## src/rtl/voice_scheduler_pkg.sv

```systemverilog
// Shared types and constants for the voice scheduler: FSM state encoding,
// the default key count and the per-key phase increment table.
package voice_pkg;

    localparam int DEF_NUM_KEYS = 12;

    typedef enum logic [2:0] {
        ST_IDLE,
        ST_ISSUE,
        ST_WAIT,
        ST_ACCUM,
        ST_DONE
    } state_t;

    // round(f_k * 2^32 / 16384), key 0 = C4 ... key 11 = B4 (440 Hz at key 9)
    localparam logic [31:0] PHASE_INC [DEF_NUM_KEYS] = '{
        32'd68584735,  32'd72661074,  32'd76981207,  32'd81560863,
        32'd86410527,  32'd91548549,  32'd96990659,  32'd102760448,
        32'd108868403, 32'd115343360, 32'd122201047, 32'd129467679
    };

    // Phase increment for a key index; unknown keys do not advance.
    function automatic logic [31:0] phase_inc(input logic [31:0] key);
        if (key < 32'(DEF_NUM_KEYS)) begin
            return PHASE_INC[key[3:0]];
        end
        return 32'd0;
    endfunction

endpackage

```

## src/rtl/voice_scheduler_allocator.sv

```systemverilog
// Touch edge detection and voice table (active flag + key per voice).
// Releases free voices first, then presses fill the lowest free voice in
// ascending key order. o_phase_clr marks every voice written this cycle so
// the owner of the phase registers can zero them.
module voice_allocator
    import voice_pkg::*;
#(
    parameter int NUM_VOICES = 4,
    parameter int NUM_KEYS   = DEF_NUM_KEYS,
    parameter int KEY_W      = $clog2(NUM_KEYS)
) (
    input  logic                                clk_in,
    input  logic                                rst_in,
    input  logic [NUM_KEYS-1:0]                 i_touch_status,
    input  logic                                i_touch_valid,
    output logic [NUM_VOICES-1:0]               o_active,
    output logic [NUM_VOICES-1:0][KEY_W-1:0]    o_key,
    output logic [NUM_VOICES-1:0]               o_phase_clr,
    output logic                                o_drop
);

    logic [NUM_KEYS-1:0]              r_prev;
    logic [NUM_VOICES-1:0]            r_active;
    logic [NUM_VOICES-1:0][KEY_W-1:0] r_key;
    logic                             r_drop;

    logic [NUM_KEYS-1:0]              w_pressed;
    logic [NUM_KEYS-1:0]              w_released;
    logic [NUM_VOICES-1:0]            w_active_nxt;
    logic [NUM_VOICES-1:0][KEY_W-1:0] w_key_nxt;
    logic [NUM_VOICES-1:0]            w_clr;
    logic                             w_drop;
    logic                             w_found;

    // Compute the updated voice table: releases first, then presses
    always_comb begin
        w_pressed    = i_touch_status & ~r_prev;
        w_released   = r_prev & ~i_touch_status;
        w_active_nxt = r_active;
        w_key_nxt    = r_key;
        w_clr        = '0;
        w_drop       = 1'b0;
        w_found      = 1'b0;
        if (i_touch_valid) begin
            for (int v = 0; v < NUM_VOICES; v++) begin
                if (r_active[v] && w_released[r_key[v]]) begin
                    w_active_nxt[v] = 1'b0;
                    w_clr[v]        = 1'b1;
                end
            end
            for (int k = 0; k < NUM_KEYS; k++) begin
                if (w_pressed[k]) begin
                    w_found = 1'b0;
                    for (int v = 0; v < NUM_VOICES; v++) begin
                        if (!w_found && !w_active_nxt[v]) begin
                            w_active_nxt[v] = 1'b1;
                            w_key_nxt[v]    = KEY_W'(k);
                            w_clr[v]        = 1'b1;
                            w_found         = 1'b1;
                        end
                    end
                    if (!w_found) begin
                        w_drop = 1'b1;
                    end
                end
            end
        end
    end

    // Voice table and previous-touch registers, updated on each valid sample
    always_ff @(posedge clk_in or negedge rst_in) begin
        if (!rst_in) begin
            r_prev   <= '0;
            r_active <= '0;
            r_key    <= '0;
            r_drop   <= 1'b0;
        end else begin
            r_drop <= w_drop;
            if (i_touch_valid) begin
                r_prev   <= i_touch_status;
                r_active <= w_active_nxt;
                r_key    <= w_key_nxt;
            end
        end
    end

    assign o_active    = r_active;
    assign o_key       = r_key;
    assign o_phase_clr = w_clr;
    assign o_drop      = r_drop;

endmodule

```

## src/rtl/voice_scheduler.sv

```systemverilog
// Polyphonic voice scheduler: on each sample tick walks every voice through
// ISSUE/WAIT/ACCUM on one shared wavetable read port, sums active voices into
// a signed mix and advances their phase accumulators.
module voice_scheduler
    import voice_pkg::*;
#(
    parameter int NUM_VOICES   = 4,
    parameter int NUM_KEYS     = DEF_NUM_KEYS,
    parameter int PHASE_WIDTH  = 32,
    parameter int ADDR_WIDTH   = 8,
    parameter int SAMPLE_WIDTH = 8,
    parameter int BRAM_LATENCY = 2
) (
    input  logic                                              clk_in,
    input  logic                                              rst_in,
    input  logic                                              sample_tick_in,
    input  logic [NUM_KEYS-1:0]                               touch_status_in,
    input  logic                                              touch_valid_in,
    output logic [ADDR_WIDTH-1:0]                             bram_addr_out,
    input  logic [SAMPLE_WIDTH-1:0]                           bram_data_in,
    output logic signed [SAMPLE_WIDTH+$clog2(NUM_VOICES)-1:0] mix_out,
    output logic                                              mix_valid_out,
    output logic                                              gate_out,
    output logic [NUM_VOICES-1:0]                             voice_active_out,
    output logic                                              busy_out,
    output logic                                              overrun_out,
    output logic                                              alloc_drop_out
);

    localparam int VIDX_W = (NUM_VOICES > 1) ? $clog2(NUM_VOICES) : 1;
    localparam int MIX_W  = SAMPLE_WIDTH + $clog2(NUM_VOICES);
    localparam int KEY_W  = $clog2(NUM_KEYS);
    localparam int WAIT_W = (BRAM_LATENCY > 2) ? $clog2(BRAM_LATENCY) : 1;

    state_t                            r_state;
    state_t                            w_state_nxt;
    logic [VIDX_W-1:0]                 r_v;
    logic [WAIT_W-1:0]                 r_wait;
    logic signed [MIX_W-1:0]           r_acc;
    logic signed [MIX_W-1:0]           r_mix;
    logic [ADDR_WIDTH-1:0]             r_addr;
    logic                              r_overrun;
    logic [PHASE_WIDTH-1:0]            r_phase [NUM_VOICES];

    logic [NUM_VOICES-1:0]             w_active;
    logic [NUM_VOICES-1:0][KEY_W-1:0]  w_key;
    logic [NUM_VOICES-1:0]             w_clr;
    logic                              w_drop;
    logic                              w_last;
    logic [VIDX_W-1:0]                 w_v_issue;
    logic [PHASE_WIDTH-1:0]            w_inc;
    logic signed [MIX_W-1:0]           w_acc_nxt;

    // Offset-binary sample to two's complement, sign-extended to mix width
    function automatic logic signed [MIX_W-1:0] to_signed(input logic [SAMPLE_WIDTH-1:0] d);
        logic signed [SAMPLE_WIDTH-1:0] s;
        s = {~d[SAMPLE_WIDTH-1], d[SAMPLE_WIDTH-2:0]};
        return MIX_W'(s);
    endfunction

    voice_allocator #(
        .NUM_VOICES (NUM_VOICES),
        .NUM_KEYS   (NUM_KEYS),
        .KEY_W      (KEY_W)
    ) u_alloc (
        .clk_in         (clk_in),
        .rst_in         (rst_in),
        .i_touch_status (touch_status_in),
        .i_touch_valid  (touch_valid_in),
        .o_active       (w_active),
        .o_key          (w_key),
        .o_phase_clr    (w_clr),
        .o_drop         (w_drop)
    );

    assign w_last    = (r_v == VIDX_W'(NUM_VOICES - 1));
    assign w_v_issue = (r_state == ST_ACCUM) ? r_v + 1'b1 : '0;
    assign w_inc     = PHASE_WIDTH'(phase_inc(32'(w_key[r_v])));
    assign w_acc_nxt = r_acc + (w_active[r_v] ? to_signed(bram_data_in) : '0);

    // Next-state logic for the per-frame voice walk
    always_comb begin
        w_state_nxt = r_state;
        case (r_state)
            ST_IDLE:  if (sample_tick_in) w_state_nxt = ST_ISSUE;
            ST_ISSUE: w_state_nxt = (BRAM_LATENCY > 1) ? ST_WAIT : ST_ACCUM;
            ST_WAIT:  if (r_wait == WAIT_W'(BRAM_LATENCY - 2)) w_state_nxt = ST_ACCUM;
            ST_ACCUM: w_state_nxt = w_last ? ST_DONE : ST_ISSUE;
            ST_DONE:  w_state_nxt = ST_IDLE;
            default:  w_state_nxt = ST_IDLE;
        endcase
    end

    // State register
    always_ff @(posedge clk_in or negedge rst_in) begin
        if (!rst_in) begin
            r_state <= ST_IDLE;
        end else begin
            r_state <= w_state_nxt;
        end
    end

    // Voice index, wait counter, accumulator, mix output and read address
    always_ff @(posedge clk_in or negedge rst_in) begin
        if (!rst_in) begin
            r_v       <= '0;
            r_wait    <= '0;
            r_acc     <= '0;
            r_mix     <= '0;
            r_addr    <= '0;
            r_overrun <= 1'b0;
        end else begin
            r_overrun <= sample_tick_in && (r_state != ST_IDLE);
            case (r_state)
                ST_IDLE: begin
                    r_v    <= '0;
                    r_acc  <= '0;
                    r_wait <= '0;
                end
                ST_ISSUE: r_wait <= '0;
                ST_WAIT:  r_wait <= r_wait + 1'b1;
                ST_ACCUM: begin
                    r_acc <= w_acc_nxt;
                    if (w_last) begin
                        r_mix <= w_acc_nxt;
                    end else begin
                        r_v <= r_v + 1'b1;
                    end
                end
                default: ;
            endcase
            if (w_state_nxt == ST_ISSUE) begin
                r_addr <= r_phase[w_v_issue][PHASE_WIDTH-1 -: ADDR_WIDTH];
            end else if (w_state_nxt == ST_IDLE) begin
                r_addr <= '0;
            end
        end
    end

    // Phase accumulators: allocation/release zeroes win over the ACCUM advance
    always_ff @(posedge clk_in or negedge rst_in) begin
        if (!rst_in) begin
            for (int v = 0; v < NUM_VOICES; v++) begin
                r_phase[v] <= '0;
            end
        end else begin
            for (int v = 0; v < NUM_VOICES; v++) begin
                if (w_clr[v]) begin
                    r_phase[v] <= '0;
                end else if (r_state == ST_ACCUM && r_v == VIDX_W'(v) && w_active[v]) begin
                    r_phase[v] <= r_phase[v] + w_inc;
                end
            end
        end
    end

    assign bram_addr_out    = r_addr;
    assign mix_out          = r_mix;
    assign mix_valid_out    = (r_state == ST_DONE);
    assign gate_out         = |w_active;
    assign voice_active_out = w_active;
    assign busy_out         = (r_state != ST_IDLE);
    assign overrun_out      = r_overrun;
    assign alloc_drop_out   = w_drop;

endmodule

```

## config.mk

```make
export PLATFORM = sky130hd
export DESIGN_NAME = voice_scheduler
export DESIGN_NICKNAME = d
export VERILOG_FILES = /design/src/rtl/voice_scheduler_pkg.sv /design/src/rtl/voice_scheduler_allocator.sv /design/src/rtl/voice_scheduler.sv
export SDC_FILE = /design/constraint.sdc
export NUM_CORES = 1
export LEC_CHECK = 0
export CAP_MARGIN = 40
export CORE_MARGIN = 10
export CORE_UTILIZATION = 35
export CTS_CLUSTER_DIAMETER = 40
export DETAILED_ROUTE_END_ITERATION = 16
export GPL_TIMING_DRIVEN = 1
export PLACE_DENSITY = 0.52
export REMOVE_ABC_BUFFERS = 1
export SYNTH_ARGS = -nofsm -noshare
export SYNTH_HDL_FRONTEND = slang
export SYNTH_HIERARCHICAL = 1
export SYNTH_SLANG_ARGS = --single-unit
export TNS_END_PERCENT = 100
```

## constraint.sdc

```tcl
create_clock -name clk_in -period 7.9 [get_ports clk_in]
set_input_delay 1.58 -clock clk_in [delete_from_list [all_inputs] [get_ports clk_in]]
set_output_delay 1.58 -clock clk_in [all_outputs]
set_load 0.01 [all_outputs]
```

; Yosys cells after proc, flatten, opt, wreduce, memory -nomap -nowiden
; Memories as Yosys holds them, arrays and structs flattened.
; Cells that the tools add are included.
[op_classes]
addsub = 7
magnitude_cmp = 8
eq_ne = 9
muxes = 411
n_bitwise = 7
reduce_logical = 136
[op_table]
columns = op, count
row1 = two-way mux 32 bit, 14
row2 = two-way mux 4 bit, 87
row3 = two-way mux 1 bit, 277
row4 = two-way mux 16 bit, 14
row5 = adder 32 bit, 4
row6 = zero test 1 bit, 72
row7 = binary-select mux 32 bit (select 2 bit), 1
row8 = logical AND 1 bit, 49
row9 = AND 12 bit, 2
row10 = inverter 12 bit, 2
row11 = less-than comparator 4 x 5 -> 1 bit (second input constant), 4
row12 = case mux 10 bit (2 select lines), 1
row13 = binary-select mux 1 bit (select 4 bit), 4
row14 = two-way mux 8 bit, 2
row15 = nonzero test 2 bit, 7
row16 = case mux 3 bit (4 select lines), 1
row17 = adder 10 bit, 1
row18 = two-way mux 10 bit, 1
row19 = two-way mux 3 bit, 3
row20 = binary-select mux 4 bit (select 2 bit), 1
row21 = equality test 3 x 1 -> 1 bit (second input constant), 2
row22 = equality test 3 x 2 -> 1 bit (second input constant), 2
row23 = zero test 3 bit, 2
row24 = greater-or-equal comparator 5 bit (second input constant), 1
row25 = 21 further kinds, 24
[totals]
regBits = 196
romBits = 512
input_bits = 24
out_inout_bits = 27
elab_cells = 597
memories = 1
[memory_table]
columns = memory, depth, word_bits, read_ports, rd_clocked_by_memory_dff, write_ports, line
row1 = (no name shown), 16, 32, 1, 0, 0, voice_scheduler_pkg.sv:25  ; return PHASE_INC[key[3:0]];

; Longest topological paths before layout
[logic_depth]
word_depth = 226
ltp_mapped = 21
depth_no_buf = 18

; Modules after synthesis
; Netlist, hierarchy kept.
[by_module_without_submodules]
columns = module, instances, cells_per_inst, area_per_inst_um2, seq_area_each_um2
row1 = voice_scheduler, 1, 1665, 13859.5, 4078.9
row2 = voice_allocator, 1, 531, 4087.7, 825.8

; Least setup slack after synthesis
; OpenSTA, ideal clock, no wires.
[synth_path]
path_type = flip-flop to flip-flop
start = register r_v[0]
end = register r_phase[126] in the netlist's numbering
arrival_ns = 5.523
t_required_ns = 7.775
setup_slack_ns = 2.252
stages_incl_launch_ff = 22
period_less_slack_ns = 5.648
cell_sequence = dfrtp_1 buf_2 mux4_2 ha_1 or4b_2 o2111ai_1 and2_1 buf_4 buf_2 ha_1 inv_1 fa_1 nor2b_1 a211oi_1 o22a_1 o31ai_1 a2111o_1 nand4_1 o211ai_1 a31oi_1 o21ai_0 mux2_2
[synth_via]
elab_chain_cells = 11
elab_cells_between_ends = 17
cone_classes = add/sub: 1 / order compare: 1 / mux: 9 / bitwise: 1 / reduce/logical: 4 / memory: 1
[synth_rtl]
columns = element, line
row1 = "start, declared", voice_scheduler.sv:37  ; logic [VIDX_W-1:0] r_v;
row2 = "start signal, assigned", voice_scheduler.sv:127  ; r_v <= r_v + 1'b1;
row3 = binary-select mux 4 bit (select 2 bit), voice_scheduler.sv:78  ; assign w_inc = PHASE_WIDTH'(phase_inc(32'(w_key[r_v])));
row4 = two-way mux 4 bit (implied by the code), voice_scheduler.sv:78
row5 = inverter 4 -> 5 bit (implied by the code), voice_scheduler_pkg.sv:25
row6 = memory read (16 x 32 bit), n/a
row7 = two-way mux 32 bit (implied by the code) (2 in a row), voice_scheduler_pkg.sv:25
row8 = two-way mux 32 bit, voice_scheduler_pkg.sv:24  ; if (key < 32'(DEF_NUM_KEYS)) begin
row9 = two-way mux 32 bit, voice_scheduler_pkg.sv:27  ; return 32'd0;
row10 = adder 32 bit, voice_scheduler.sv:151  ; r_phase[v] <= r_phase[v] + w_inc;
row11 = two-way mux 32 bit, voice_scheduler.sv:150  ; end else if (r_state == ST_ACCUM && r_v == VIDX_W'(v) && w_active[v]) begin
row12 = two-way mux 32 bit, voice_scheduler.sv:148  ; if (w_clr[v]) begin
row13 = "end signal, assigned by index", voice_scheduler.sv:151
row14 = "end, declared", voice_scheduler.sv:43  ; logic [PHASE_WIDTH-1:0] r_phase [NUM_VOICES];
; Several ways; a longest one is shown, not always the timed one. The select of a mux whose other input is x is not followed.
; A chain may end at the register's enable or synchronous reset.

; Worst setup path in the final report
[layout_path]
start = register u_alloc.r_key, in the netlist u_alloc/o_key[0]
end = register r_phase[124] in the netlist's numbering
[layout_via]
elab_chain_cells = 33
elab_cells_between_ends = 70
cone_classes = add/sub: 1 / order compare: 1 / mux: 64 / bitwise: 1 / reduce/logical: 2 / memory: 1
[layout_rtl]
columns = element, line
row1 = "start, declared", voice_scheduler_allocator.sv:24  ; logic [NUM_VOICES-1:0][KEY_W-1:0] r_key;
row2 = "start signal, assigned", voice_scheduler_allocator.sv:82  ; r_key <= w_key_nxt;
row3 = binary-select mux 1 bit (select 4 bit), voice_scheduler_allocator.sv:46  ; if (r_active[v] && w_released[r_key[v]]) begin
row4 = two-way mux 1 bit (implied by the code), voice_scheduler_allocator.sv:46
row5 = logical AND 1 bit, voice_scheduler_allocator.sv:46
row6 = two-way mux 1 bit, voice_scheduler_allocator.sv:46
row7 = two-way mux 1 bit, voice_scheduler_allocator.sv:44  ; if (i_touch_valid) begin
row8 = two-way mux 1 bit / two-way mux 4 bit (equally long branches), "voice_scheduler_allocator.sv:55, voice_scheduler_allocator.sv:52"
row9 = "two-way mux 4 bit, on equally long branches", "voice_scheduler_allocator.sv:52, voice_scheduler_allocator.sv:44"
row10 = two-way mux 1 bit / two-way mux 4 bit (equally long branches), "voice_scheduler_allocator.sv:55, voice_scheduler_allocator.sv:52"
row11 = [... 17 more ...], n/a
row12 = two-way mux 1 bit, voice_scheduler_allocator.sv:55  ; if (!w_found && !w_active_nxt[v]) begin
row13 = two-way mux 4 bit, voice_scheduler_allocator.sv:52  ; if (w_pressed[k]) begin
row14 = two-way mux 1 bit, voice_scheduler_allocator.sv:55
row15 = two-way mux 4 bit, voice_scheduler_allocator.sv:52
row16 = two-way mux 1 bit, voice_scheduler_allocator.sv:55
row17 = two-way mux 4 bit, voice_scheduler_allocator.sv:52
row18 = two-way mux 4 bit, voice_scheduler_allocator.sv:44
row19 = two-way mux 32 bit / nonzero test 2 bit (equally long branches), n/a
; Several ways; a longest one is shown, not always the timed one. The select of a mux whose other input is x is not followed.

==> metrics.cfg <==
[outcome]
status = finished clean

[synth]
synth_top_cell_area_share_pct = 27.3
synth.top_cells.by_area = dfrtp_1, ha_1, a21oi_1
synthCells = 2196
synthDistinctLibCells = 111
netlist_top_cells_count = nand2_1, a21oi_1, dfrtp_1
synth-seq-area-share_pct = 27.3
async_reset_ff_share_pct = 100
synth.most_common_cell = nand2_1
ys_ff_latch = 196
synth_area_mm2 = 0.0179
synth_warnings = 6
synth_area_leader_cell = dfrtp_1
synth-edff-count = 0
syn-mean-instance-area_um2 = 8.17
ys.flop_type = dfrtp_1

[timing]
rsz0062_at_grt = false
fin_crit_ps = 6340
drv_slew = 0
fmax_mhz = 158
fin_setup_tns_ps = 0
period_share_pct = 80.2
worstMarginPinSlew_ps = 945
finalClockSkew_ps = 16.0
slew_headroom_pct = 37.0
setup_viol = 0
finalWorstSetupSlack_ps = 1560
hold_violations = 0

[detailed_routing]
routedWlPerCell_um = 20.0
vias_per_cell = 5.88
ant_nets = 0
drtIter0Drc = 1370
first_pass_iters = 5
via_count = 16875
drc_errors = 0
wl_um = 57400

[run]
cap_violations = 0

[final_layout]
nets = 2321
design_area_mm2 = 0.0198
drive_gt1_share_pct = 8.52
num_antenna_cells = 0
syn_to_final_growth_pct = 10.1

[global_route]
overflow = 0
grt.total_usage_pct = 18.7
grt_pass1_wl_um = 91300
grt_pass1_vias = 16393
grt_max_degree = 106
antenna_found_initial = 1

[critical_path]
arrival_ps = 6730
path_common_cell = ha_1
critPathSlowestCell = mux4_2
startpoint_type = flop
cpPeakStageDelay_ps = 670
cp_max_fo = 9
crit_path_end_kind = flop
worstPathRequired_ps = 8290
path_class = reg2reg
path_cells = mux4_2 > ha_1 > or4b_2 > o2111ai_1 > and2_1 > ha_1 > inv_1 > fa_1 > nor2b_1 > a211oi_1 > o22a_1 > o31ai_1 > a2111o_1 > nand4_1 > o211ai_1 > nand3_1 > o22ai_1 > mux2_2

[floorplan]
pin_count = 51
num_rows = 82
die_x_um = 246
dieArea_mm2 = 0.0607
dieHeight_um = 246
start_util_pct = 35.6
core_area_mm2 = 0.0505

[cts]
cts_tree = yes
postCtsSetupBuffers = 0
cts-root-buf = clkbuf_16
postCtsResizedCells = 0
cts_buffer_depth = 2
numCtsBuffers = 17
clk_pin_slew_worst_paths_ps = 80
clk_latency_ps = 500
clock_sinks = 196
cts_hold_buf = 0
cts-htree-levels = 4

[power]
vdd_drop_max_uv = 206
power_frac_seq_pct = 16.7
power.share.combinational_pct = 73.6
p_sw_share_pct = 53.8
leakagePower_nw = 8.56
power_density_mw_per_mm2 = 515
switching_power_mw = 5.47
internal_power_mw = 4.70
pwr-share-clk_pct = 9.6

[placed_design]
portBuffers = 50
place.gp.congestion = 0.919
dp_slack_ps = 1240
placed_area_mm2 = 0.0191
detailed_place_hpwl_um = 42000

[min_path]
worst_hold_path_type = reg2reg

==> layout by cell type (no fill, tap or decap), types with 56 or more instances in the layout <==
cell | synthesis | routed
a21o_1 | 73 | 73
a21oi_1 | 214 | 213
dfrtp_1 | 196 | 196
ha_1 | 109 | 109
inv_1 | 60 | 60
nand2_1 | 237 | 237
nand3_1 | 63 | 63
nor2_1 | 169 | 167
o21ai_0 | 115 | 115
xnor2_1 | 56 | 56
==> critical path, delay by kind of cell (launching register included) <==
kind	cells	cell delay (ps)
compound gates	7	1800
fa+ha+maj	3	1000
buf+inv	1	60
flops	1	560
mux	2	1020
simple gates	5	1730
==> final cells by class <==
cell class	instances	area, um2
Sequential cell	196	4900
Multi-Input combinational cell	1813	12300
Tap cell	672	841
Clock inverter	14	193
Clock buffer	18	439
Inverter	62	233
Timing Repair Buffer	93	823
Fill cell	5155	30700
==> per-layer routing <==
layer	global-route usage [%]	part of all wire, %	vias to the layer above
met5	0	0	-
met4	5.57	2.2	0
met3	3.24	4.3	76
met2	30.5	46	378
met1	24.9	47	8270
li1	-	-	8151
==> per-stage QoR <==
stage	cells	hold slack, ps	total power [mW]	utilization [%]
6_report	2868	485	10.2	39.1
5_1_grt	2868	506	11.1	39.1
4_1_cts	2867	488	10.1	39.1
3_5_place_dp	2835	470	9.09	37.9
3_3_place_gp	2829	464	8.96	37.8
2_1_floorplan	2071	456	6.91	-
==> cells by family (layout without fill, tap and decap cells) <==
family | after synthesis | in the layout | share of synthesized area (%)
AO/OA/AOI/OAI | 735 | 735 | 27.6
XOR/XNOR | 94 | 94 | 4.59
adder cells (fa/ha/maj) | 141 | 141 | 9.68
buffers and inverters | 187 | 187 | 4.17
flip-flops | 196 | 196 | 27.3
multiplexers | 66 | 66 | 4.89
AND/OR/NAND/NOR | 777 | 777 | 21.7
==> registers in the layout, summed over array words and instances (netlist names) <==
signal            flops
bram_addr_out         8
mix_out              10
overrun_out           1
r_acc                10
r_phase             128
r_state               3
r_v                   2
r_wait                1
u_alloc/o_active      4
u_alloc/o_drop        1
u_alloc/o_key        16
u_alloc/r_prev       12
==> final timing paths <==
path / slack [ps] / cells past startpoint / startpoint / to
max: 1560 / 18 / u_alloc/o_key[0]$_DFFE_PN0P_ / r_phase[124]$_DFFE_PN0P_
min: 480 / 2 / bram_addr_out[7]$_DFFE_PN0P_ / bram_addr_out[7]$_DFFE_PN0P_
max reg2reg: 1560 / 18 / u_alloc/o_key[0]$_DFFE_PN0P_ / r_phase[124]$_DFFE_PN0P_
min reg2reg: 480 / 2 / bram_addr_out[7]$_DFFE_PN0P_ / bram_addr_out[7]$_DFFE_PN0P_
max in group asynchronous: 5330 / 2 / rst_in / r_phase[42]$_DFFE_PN0P_
min in group asynchronous: 1170 / 1 / rst_in / r_phase[6]$_DFFE_PN0P_
==> power by group through the flow <==
stage / sequential [mW] / combinational, mW / clock (mW)
3_5_place_dp: 1.71 / 7.38 / 0
2_1_floorplan: 1.62 / 5.30 / 0
6_report: 1.70 / 7.49 / 0.980
4_1_cts: 1.69 / 7.42 / 1.02
5_1_grt: 1.75 / 8.26 / 1.05
3_3_place_gp: 1.70 / 7.26 / 0
Power figures use the tool's default switching activity.
